--- config.mk ---
export PLATFORM = sky130hd
export DESIGN_NAME = avalon_mem_arbiter
export DESIGN_NICKNAME = d
export VERILOG_FILES = /design/src/rtl/avalon_mem_arbiter.sv
export SDC_FILE = /design/constraint.sdc
export NUM_CORES = 1
export LEC_CHECK = 0
export CORE_MARGIN = 8
export CORE_UTILIZATION = 25
export CTS_CLUSTER_DIAMETER = 40
export DETAILED_ROUTE_END_ITERATION = 8
export GPL_TIMING_DRIVEN = 1
export PLACE_DENSITY = 0.8
export RECOVER_POWER = 100
export SYNTH_ARGS = -nofsm -noshare
export SYNTH_HDL_FRONTEND = slang
export SYNTH_SLANG_ARGS = --single-unit
--- constraint.sdc ---
create_clock -name clock -period 7.05 [get_ports clock]
set_clock_uncertainty 0.2 [all_clocks]
set_input_delay 1.0575 -clock clock [delete_from_list [all_inputs] [get_ports clock]]
set_output_delay 1.0575 -clock clock [all_outputs]
set_load 0.01 [all_outputs]
--- src/rtl/avalon_mem_arbiter.sv ---
// rtl/avalon_mem_arbiter.sv - two-master Avalon-MM arbiter sharing one memory port
//
// Purpose:
//   Round-robin arbitration of commands from two Avalon-MM masters (m0, m1)
//   onto a single memory port. The grant is held while the memory stalls.
//   Pipelined read responses are routed back to their issuer, in issue
//   order, through a 1-bit ID FIFO.
//
// Ports:
//   clock, reset           system clock, asynchronous active-high reset
//   avs_m0_* / avs_m1_*    slave-side ports facing the two masters
//   avm_*                  master-side port facing the shared memory
//   protocol_error         sticky; a read response arrived with none pending
module avalon_mem_arbiter #(
  parameter int ADDR_WIDTH  = 16,
  parameter int MAX_PENDING = 4
) (
  input  logic                  clock,
  input  logic                  reset,
  input  logic [ADDR_WIDTH-1:0] avs_m0_address,
  input  logic [3:0]            avs_m0_byteenable,
  input  logic                  avs_m0_read,
  input  logic                  avs_m0_write,
  input  logic [31:0]           avs_m0_writedata,
  output logic [31:0]           avs_m0_readdata,
  output logic                  avs_m0_waitrequest,
  output logic                  avs_m0_readdatavalid,
  input  logic [ADDR_WIDTH-1:0] avs_m1_address,
  input  logic [3:0]            avs_m1_byteenable,
  input  logic                  avs_m1_read,
  input  logic                  avs_m1_write,
  input  logic [31:0]           avs_m1_writedata,
  output logic [31:0]           avs_m1_readdata,
  output logic                  avs_m1_waitrequest,
  output logic                  avs_m1_readdatavalid,
  output logic [ADDR_WIDTH-1:0] avm_address,
  output logic [3:0]            avm_byteenable,
  output logic                  avm_read,
  output logic                  avm_write,
  output logic [31:0]           avm_writedata,
  input  logic [31:0]           avm_readdata,
  input  logic                  avm_waitrequest,
  input  logic                  avm_readdatavalid,
  output logic                  protocol_error
);

  localparam int PTR_W = $clog2(MAX_PENDING);
  localparam int CNT_W = PTR_W + 1;

  typedef enum logic {IDLE, LOCKED} state_t;

  state_t state, state_next;
  logic   prio;
  logic   locked_id;

  logic   req0, req1;
  logic   grant_valid, grant_id;
  logic   sel_read, sel_write;
  logic   gnt_read, gnt_write;
  logic   read_stall, presented, accept;

  logic [MAX_PENDING-1:0] fifo_mem;
  logic [PTR_W-1:0]       wr_ptr, rd_ptr;
  logic [CNT_W-1:0]       fifo_count;
  logic                   fifo_full, fifo_empty, fifo_head;
  logic                   push, pop;

  assign req0 = avs_m0_read | avs_m0_write;
  assign req1 = avs_m1_read | avs_m1_write;

  // Grant selection and next state. While reset is high no grant is issued,
  // so the memory sees no command and both masters see waitrequest.
  always_comb begin
    grant_valid = 1'b0;
    grant_id    = 1'b0;
    state_next  = state;
    case (state)
      IDLE: begin
        if (req0 && req1) grant_id = prio;
        else if (req1)    grant_id = 1'b1;
        else              grant_id = 1'b0;
        grant_valid = req0 | req1;
        if (presented && avm_waitrequest) state_next = LOCKED;
      end
      LOCKED: begin
        grant_id    = locked_id;
        grant_valid = locked_id ? req1 : req0;
        // A withdrawn command or an acceptance both release the lock.
        if (!grant_valid || accept) state_next = IDLE;
      end
      default: state_next = IDLE;
    endcase
    if (reset) grant_valid = 1'b0;
  end

  // Read wins over write when a master asserts both.
  assign sel_read  = grant_id ? avs_m1_read  : avs_m0_read;
  assign sel_write = grant_id ? avs_m1_write : avs_m0_write;
  assign gnt_read  = grant_valid & sel_read;
  assign gnt_write = grant_valid & ~sel_read & sel_write;

  assign fifo_full  = (fifo_count == CNT_W'(MAX_PENDING));
  assign fifo_empty = (fifo_count == '0);
  assign read_stall = gnt_read & fifo_full;

  // A stalled read is not presented at all, so the memory never accepts a
  // read whose response could not be tracked.
  assign avm_read   = gnt_read & ~read_stall;
  assign avm_write  = gnt_write;
  assign presented  = avm_read | avm_write;
  assign accept     = presented & ~avm_waitrequest;

  assign avm_address    = grant_id ? avs_m1_address    : avs_m0_address;
  assign avm_byteenable = grant_id ? avs_m1_byteenable : avs_m0_byteenable;
  assign avm_writedata  = grant_id ? avs_m1_writedata  : avs_m0_writedata;

  assign avs_m0_waitrequest = ~(grant_valid & ~grant_id) | avm_waitrequest | read_stall;
  assign avs_m1_waitrequest = ~(grant_valid &  grant_id) | avm_waitrequest | read_stall;

  // Responses with nothing outstanding are dropped here; fifo_count is held
  // at zero by reset, so no response leaks out while reset is high.
  assign push      = accept & gnt_read;
  assign pop       = avm_readdatavalid & ~fifo_empty;
  assign fifo_head = fifo_mem[rd_ptr];

  assign avs_m0_readdatavalid = pop & ~fifo_head;
  assign avs_m1_readdatavalid = pop &  fifo_head;
  assign avs_m0_readdata      = avm_readdata;
  assign avs_m1_readdata      = avm_readdata;

  always_ff @(posedge clock or posedge reset) begin
    if (reset) begin
      state          <= IDLE;
      prio           <= 1'b0;
      locked_id      <= 1'b0;
      wr_ptr         <= '0;
      rd_ptr         <= '0;
      fifo_count     <= '0;
      protocol_error <= 1'b0;
    end else begin
      state <= state_next;
      if (state == IDLE && state_next == LOCKED) locked_id <= grant_id;
      if (accept) prio <= ~grant_id;
      if (push) wr_ptr <= wr_ptr + PTR_W'(1);
      if (pop)  rd_ptr <= rd_ptr + PTR_W'(1);
      case ({push, pop})
        2'b10:   fifo_count <= fifo_count + CNT_W'(1);
        2'b01:   fifo_count <= fifo_count - CNT_W'(1);
        default: fifo_count <= fifo_count;
      endcase
      if (avm_readdatavalid && fifo_empty) protocol_error <= 1'b1;
    end
  end

  // ID storage needs no reset: entries are only read behind a valid count.
  always_ff @(posedge clock) begin
    if (push) fifo_mem[wr_ptr] <= grant_id;
  end

endmodule

Yosys cells after proc, flatten, opt, wreduce, memory -nomap -nowiden:

Cells that the tools add are included.

* add/sub/neg operators: 4
* $lt $le $gt $ge: 3
* equality and inequality tests: 3
* multiplexer cells: 20
* bitwise logic cells: 29
* reduce and logical (&&, ||, !) cells: 9

Operators by type and width (count)
* $mux W32: 1
* $mux W16: 1
* $and A1 B1 Y1: 12
* $mux W1: 10
* $not A1 Y1: 9
* $or A1 B1 Y1: 8
* $lt A2 B3 Y1 const B: 2
* $pmux W1 S2: 3
* $pmux W3 S2: 1
* $logic_and A1 B1 Y1: 5
* $add A2 B1 Y2 const B: 2
* $bwmux W4: 1
* $mux W4: 1
* $add A3 B1 Y3 const B: 1
* $eq A3 B3 Y1 const B: 1
* $logic_not A3 Y1: 1
* $sub A3 B1 Y3 const B: 1
* $bmux W1 S2: 1
* $demux W1 S2: 1
* $eq A2 B1 Y1 const B: 1
* $eq A2 B2 Y1 const B: 1
* $ge A2 B1 Y1 const B: 1
* $reduce_bool A2 Y1: 1
* $logic_not A1 Y1: 1
* $logic_or A1 B1 Y1: 1

* register bits after elaboration: 15
* bits of input ports: 144
* output and inout bits: 123
* logic and storage cells: 76

Longest topological paths before layout:

* word-level depth: 15
* depth in mapped cells: 11
* mapped depth without buffers: 10

Worst setup path after synthesis:

No wires, ideal clock.

* path kind: input-to-output
* start: input avs_m0_read
* end: output avm_writedata[16]
* arrival time: 2.428 ns
* required time: 5.793 ns
* path slack: 3.364 ns
* stages on the path: 5
* buffers on the path: 2
* cell sequence: o21ba_2 -> o31ai_1 -> buf_2 -> buf_2 -> mux2_2

* cells in the longest elaborated chain, start to end: 5

RTL lines
* from (decl): line 22 `input logic avs_m0_read,`
* $or A1 B1 Y1: line 68 `assign req0 = avs_m0_read | avs_m0_write;`
* $logic_and A1 B1 Y1: line 79 `if (req0 && req1) grant_id = prio;`
* $mux W1: line 79
* $pmux W1 S2: line 77 `case (state)`
* net grant_id: line 57 `logic grant_valid, grant_id;`
* $mux W32: line 115 `assign avm_writedata = grant_id ? avs_m1_writedata : avs_m0_writedata;`
* to (decl): line 40 `output logic [31:0] avm_writedata,`

The timed path passes the listed nets, and every way through them passes these cells.

Final worst setup path:

* start: input avs_m0_read
* end: output avm_write

* cells in the longest elaborated chain, start to end: 8
* elaborated cells between the ends (all ways): 13
* those cells by class: mux: 7; bitwise: 5; reduce/logical: 1

RTL lines
* $or A1 B1 Y1: line 68
* $logic_and A1 B1 Y1: line 79
* $mux W1: line 79
* $pmux W1 S2: line 77
* $mux W1: line 97 `assign sel_read = grant_id ? avs_m1_read : avs_m0_read;`
* $not A1 Y1: line 100 `assign gnt_write = grant_valid & ~sel_read & sel_write;`
* $and A1 B1 Y1: line 100
* $and A1 B1 Y1 (*): line 100
* to (decl): line 39 `output logic avm_write,`

Every way passes the cells marked *; elsewhere a longest branch is shown, timed or not.

==> run summary <==
CTS clk-pin slew, worst paths: 0.06 ns
Leak: 1.33 nW
Post-CTS setup buffer count: 0
P_int: 579 uW
Top Metal Used: met4
# hold bufs at CTS: 0
Cells after synthesis: 213
Met3 wire length: 1.08 mm
Cts repair resizes: 0
Max IR drop VDD: 0.109 mV
P_sw: 373 uW
Worst hold slack: 0.257 ns
Nets@finish: 468
Via density: 4.33
#FFs+latches synth: 15
Fillers: 780
Global-route wire length before repair: 12.2 mm
Layout overhead on the synthesized area: 66.2%
Worst R2R Path Depth: 10
GPL Wtd Cong: 0.787
Synth Area per Inst: 9.62 um2
Synth warn: 0
Clk pwr share: 0.074
Kind of critical path: in2out
Netlist cell types: 40
Wl on met1: 2.69 mm
F_max: 193 MHz
Average wire per standard cell: 19.6 um
Vias in the first global route: 2135
Pin count of the biggest net entering global routing: 61
# IOs: 267
Syn Nets: 363
Clock buffer depth: 2
Hold Vio Cnt, Final: 0
Max Slew Vio Count: 0
Slew of the pin with the lowest slew margin: 0.736 ns
Crit path DAT: 3.94 ns
Worst skew pair latency: 0.25 ns
Unrepaired setup endpoints after global routing: false
CTS tree: built
Inst Count DP: 418
Comb power frac: 0.751
Starting density of the core: 0.253
I/O Buffers: 170
Sequential fraction of the synthesis area: 0.193
Crit Reg-Reg Endpoint: fifo_count[2]$_DFFE_PP0P_
Die X-Extent: 107 um
Met2 routed WL: 4.36 mm
Gr usage total: 0.139
Endpoints failing setup: 0
CP startpoint: avs_m0_read
Mapped cell area: 2050 um2
DIE AREA: 11300 um2
Max_slew headroom: 0.504
Setup TNS: 0 ns
WP data required: 5.79 ns
Root Buffer: clkbuf_8
Hold WC Path Type: reg2reg
Final Power: 951 uW
Antenna Cells: 0
CP endpoint kind: output pin
Routed wire length: 8.27 mm
Total of max-cap violations: 0
Initial antenna violation count: 0
Final worst path period share: 0.737
DRC: 0
Detail Route Antenna Nets: 0
Crit Path Max Fanout: 60
Drt first-iter violations: 29
Share of cells above drive strength 1: 0.186
Outcome: complete, no violations
RR Startpoint: state$_DFF_PP0_
Minimum clock period: 5.19 ns
Clock Sinks: 15
Sequential share of power: 0.176
Worst Setup EP: avm_write
Die height: 107 um
Worst reg-to-reg setup slack: 3.68 ns
H-tree depth: 1
Sw frac: 0.392
Pwr Density: 279 nW/um2
Site row count: 33
DR pass1 iterations: 4
Finished Layout Cells: 422
CTS buffer count: 3
HPWL Detailed: 7.18 mm
Overflow after GRT: 0
Total number of vias: 1829
Core Footprint: 8090 um2
Critical path startpoint category: primary input
[registers in the layout, summed over array words and instances (netlist names)]
| name | count |
|---|---|
| wr_ptr | 2 |
| prio | 1 |
| fifo_mem | 4 |
| locked_id | 1 |
| state | 1 |
| rd_ptr | 2 |
| protocol_error | 1 |
| fifo_count | 3 |
[cells in the final DEF (no fill, tap or decap), types with 4 or more instances in the layout]
master,n
clkdlybuf4s50_1,113
dlygate4sd3_1,57
mux2_2,48
nor2_1,13
inv_1,12
dfrtp_1,11
mux2_1,6
nand2_1,5
ha_1,5
xnor2_1,4
edfxtp_1,4
[cell families after synthesis]
kind of cell | share of synthesized area
buf+inv | 0.277
mux | 0.315
simple gates | 0.102
flops | 0.193
compound gates | 0.0477
xor+xnor | 0.0257
fa+ha+maj | 0.0403
[stage by stage]
stage          instance area [um2]  setup WS [ns]  utilization
3_5_place_dp                  3380           2.11        0.418
2_1_floorplan                 2050           3.36            -
6_report                      3400           1.86        0.421
4_1_cts                       3430           2.11        0.423
3_3_place_gp                  3380           2.15        0.418
5_1_grt                       3400           1.67        0.421
[final cells by class]
class / instances / area, um2 / area share
well taps: 105 / 131 / 0.0386
inverters: 12 / 45.0 / 0.0132
clock buffers: 3 / 41.3 / 0.0121
repair buffers: 171 / 1710 / 0.502
clock inverters: 1 / 5.00 / 0.00147
flip-flops and latches: 15 / 395 / 0.116
multi-input cells: 115 / 1080 / 0.316
[cells in the mapped netlist]
master,instances,area (um2)
o211a_1,1,10.0
mux2i_1,1,10.0
and2_1,2,12.5
buf_6,1,11.3
nand3_1,1,5.00
nand3b_4,1,20.0
a21o_2,1,8.76
or2_4,1,8.76
mux2_2,53,597
edfxtp_1,4,120
or2b_1,1,7.51
buf_2,6,30.0
nor3_1,2,10.0
nor4b_4,1,23.8
o31ai_1,1,7.51
a21o_1,1,7.51
o311ai_0,1,8.76
nand2b_1,2,12.5
o21ba_2,1,10.0
inv_1,12,45.0
a2bb2oi_1,1,8.76
buf_4,64,480
nor2_1,13,48.8
a211oi_1,1,7.51
dfrtp_1,11,275
nor4_1,1,6.26
nand2_1,5,18.8
mux4_2,1,22.5
o21ai_2,1,8.76
o21ai_0,2,10.0
fa_1,1,20.0
nor4bb_1,1,10.0
a21oi_1,2,10.0
mux2_4,1,15.0
xnor2_1,4,35.0
or4_4,1,11.3
xor2_1,2,17.5
ha_1,5,62.6
nand3b_1,1,7.51
nor2b_1,1,6.26
[routing by layer]
layer / global-route usage / up-vias
met2: 0.253 / 135
met3: 0.0799 / 10
met5: 0 / -
li1: - / 864
met4: 0.0402 / 0
met1: 0.128 / 820
[power groups by stage]
stage | sequential [mW] | clock [mW] | combinational, mW
detailed placement | 0.170 | 0 | 0.779
global route | 0.173 | 0.0759 | 0.774
floorplan | 0.157 | 0 | 0.469
CTS | 0.169 | 0.0727 | 0.787
finish | 0.167 | 0.0700 | 0.714
global placement | 0.167 | 0 | 0.768
[critical path, cell delays in order]
cell and delay (ns):
dlygate4sd3_1 0.62, o21ba_1 0.25, o31ai_4 0.17, buf_4 0.60
o21ai_0 0.43, nor2_1 0.18, dlygate4sd3_1 0.62
[worst min path at each step]
stage	start	endpoint	slack, ns	cells after the start
after floorplan	rd_ptr[1]$_DFFE_PP0P_	rd_ptr[1]$_DFFE_PP0P_	0.25	1
after global placement	protocol_error$_DFFE_PP0P_	protocol_error$_DFFE_PP0P_	0.24	1
after detailed placement	protocol_error$_DFFE_PP0P_	protocol_error$_DFFE_PP0P_	0.26	1
after CTS	protocol_error$_DFFE_PP0P_	protocol_error$_DFFE_PP0P_	0.27	1
after global routing	protocol_error$_DFFE_PP0P_	protocol_error$_DFFE_PP0P_	0.28	1
final	protocol_error$_DFFE_PP0P_	protocol_error$_DFFE_PP0P_	0.26	1
No activity file was read; power rests on OpenSTA's default activity.
==> patch (same settings) <==
The parameter `ADDR_WIDTH` goes from 16 to 17.
--- a/src/rtl/avalon_mem_arbiter.sv
+++ b/src/rtl/avalon_mem_arbiter.sv
@@ -12,7 +12,7 @@
 //   avm_*                  master-side port facing the shared memory
 //   protocol_error         sticky; a read response arrived with none pending
 module avalon_mem_arbiter #(
-  parameter int ADDR_WIDTH  = 16,
+  parameter int ADDR_WIDTH  = 17,
   parameter int MAX_PENDING = 4
 ) (
   input  logic                  clock,
Ports: changed (resized avm_address, avs_m0_address and avs_m1_address); port bits go from 267 to 270. The function was not compared with the original's and may differ.
==> patch against the original RTL <==
- critical path depth rose by 1
- cell area grew 0.85%
- count of clock-buffer cells in the layout rose by 1
- worst setup slack better by 0.035 ns
- total power is 0.49% lower
- synthesized area rose by 0.18%
- sequential cell count unchanged
- cell count is 0.95% higher
- register-to-register slack got worse by 0.04 ns
- global-route usage decreased by 0.98 points
- hold slack got worse by 0.0070 ns
- first-iteration DRC count up 62%
- wire length down 5.1%
- combinational power is 0.6% lower
==> patch: results (changes against the original RTL) <==
status=completed; final net count=474 (+1.3%); worst slew pin tran=0.724 ns (-0.0119 ns); routed via count=1816 (-0.71%); P_leak=1.34 nW (+0.58%); Global Route Usage Sum=0.129 (-0.00978); Synth top cells by count=buf_4 (64), mux2_2 (54), nor2_1 (13), inv_1 (12), dfrtp_1 (11); largest net degree at the start of global routing=62 (+1.6%); Post-DP Area=0.00342 sq mm (+1.0%); Buffers on Ports=173 (+1.8%); Post-Syn Nets=366 (+0.83%); Seq/Total Area, Yosys=0.193 (-0.000353); Setup Slack @ Placement=2.08 ns (-0.0284 ns); Post-CTS Setup Inserts=0 (unchanged); HPWL Detailed=6790 um (-5.4%); met3 Use GR=0.0654 (-0.0145); crit path DAT=3.90 ns (-0.04 ns); Starting DRT DRC Count=47 (+62%); VDD IR max=0.0989 mV (-9.4%); total wire length=7840 um (-5.1%); share of cells above drive strength 1=0.190 (+0.00391); Sw Pwr=0.364 mW (-2.3%); routability cong.=0.810 (+3.0%); met1 Resource Use GR=0.134 (+0.00654); CP Max Fanout=61 (+1.7%); synth unique cells=39 (-2.5%); ranking of synthesized cells by area=mux2_2 (30%), buf_4 (23%), dfrtp_1 (13%), edfxtp_1 (5.9%), ha_1 (3.0%); vias in the first global route=2120 (-0.70%)
## patch: changes by cell type after synthesis
| cell | unedited run | this run |
|---|---|---|
| clkbuf_1 | 0 | 1 |
| nand2b_1 | 2 | 3 |
| o21ai_2 | 1 | 0 |
| or2b_1 | 1 | 0 |
| mux2_2 | 53 | 54 |
| a21o_2 | 1 | 0 |
| o21ai_1 | 0 | 1 |
| a21o_1 | 1 | 2 |
| buf_2 | 6 | 5 |
## patch: through the flow
stage               instances  total power [mW]
CTS                       426              1.02
detailed placement        422             0.947
global route              426              1.02
finish                    426             0.947
global placement          422             0.933
floorplan                 214             0.627
## patch: worst max-delay path, delay by kind of cell
kind                   cells  cell delay, ns
buffers and inverters      3            1.83
AO/OA/AOI/OAI              3            0.82
AND/OR/NAND/NOR            2            0.19
## patch: final timing paths
check	to	slack, ns	cells past startpoint
setup reg to reg	fifo_count[2]	3.64	10
setup / recovery	avm_read	1.89	8
min in group asynchronous	protocol_error	1.09	2
max in group asynchronous	rd_ptr[1]	5.25	2
hold / removal	protocol_error	0.25	1
hold reg to reg	protocol_error	0.25	1
## patch: power by group through the flow
stage / Clock, mW / Combinational, mW / Sequential [mW]
floorplan: 0 / 0.471 / 0.157
global placement: 0 / 0.766 / 0.167
detailed placement: 0 / 0.776 / 0.171
CTS: 0.0711 / 0.782 / 0.170
global route: 0.0770 / 0.773 / 0.172
finish: 0.0688 / 0.710 / 0.168
## patch: layout make-up
| type | count | area, sq um |
|---|---|---|
| clock buffer | 4 | 45.0 |
| fill | 802 | 4660 |
| inverter | 12 | 45.0 |
| multi-input combinational | 116 | 1080 |
| sequential | 15 | 395 |
| tap | 105 | 131 |
| timing repair buffer | 174 | 1740 |
## patch: kinds of logic (layout without fill, tap and decap cells)
logic type,after synthesis,in the layout,synth area share
AND/OR/NAND/NOR,34,34,0.101
adder cells (fa/ha/maj),6,6,0.0402
buffers and inverters,83,190,0.276
XOR/XNOR,6,6,0.0256
AO/OA/AOI/OAI,13,13,0.0451
flip-flops,15,15,0.193
multiplexers,57,57,0.320
## patch: routing by layer
layer,up-vias,wire length [um]
met5,-,0
met4,0,69
met3,14,886
met2,116,3970
met1,813,2920
li1,873,-
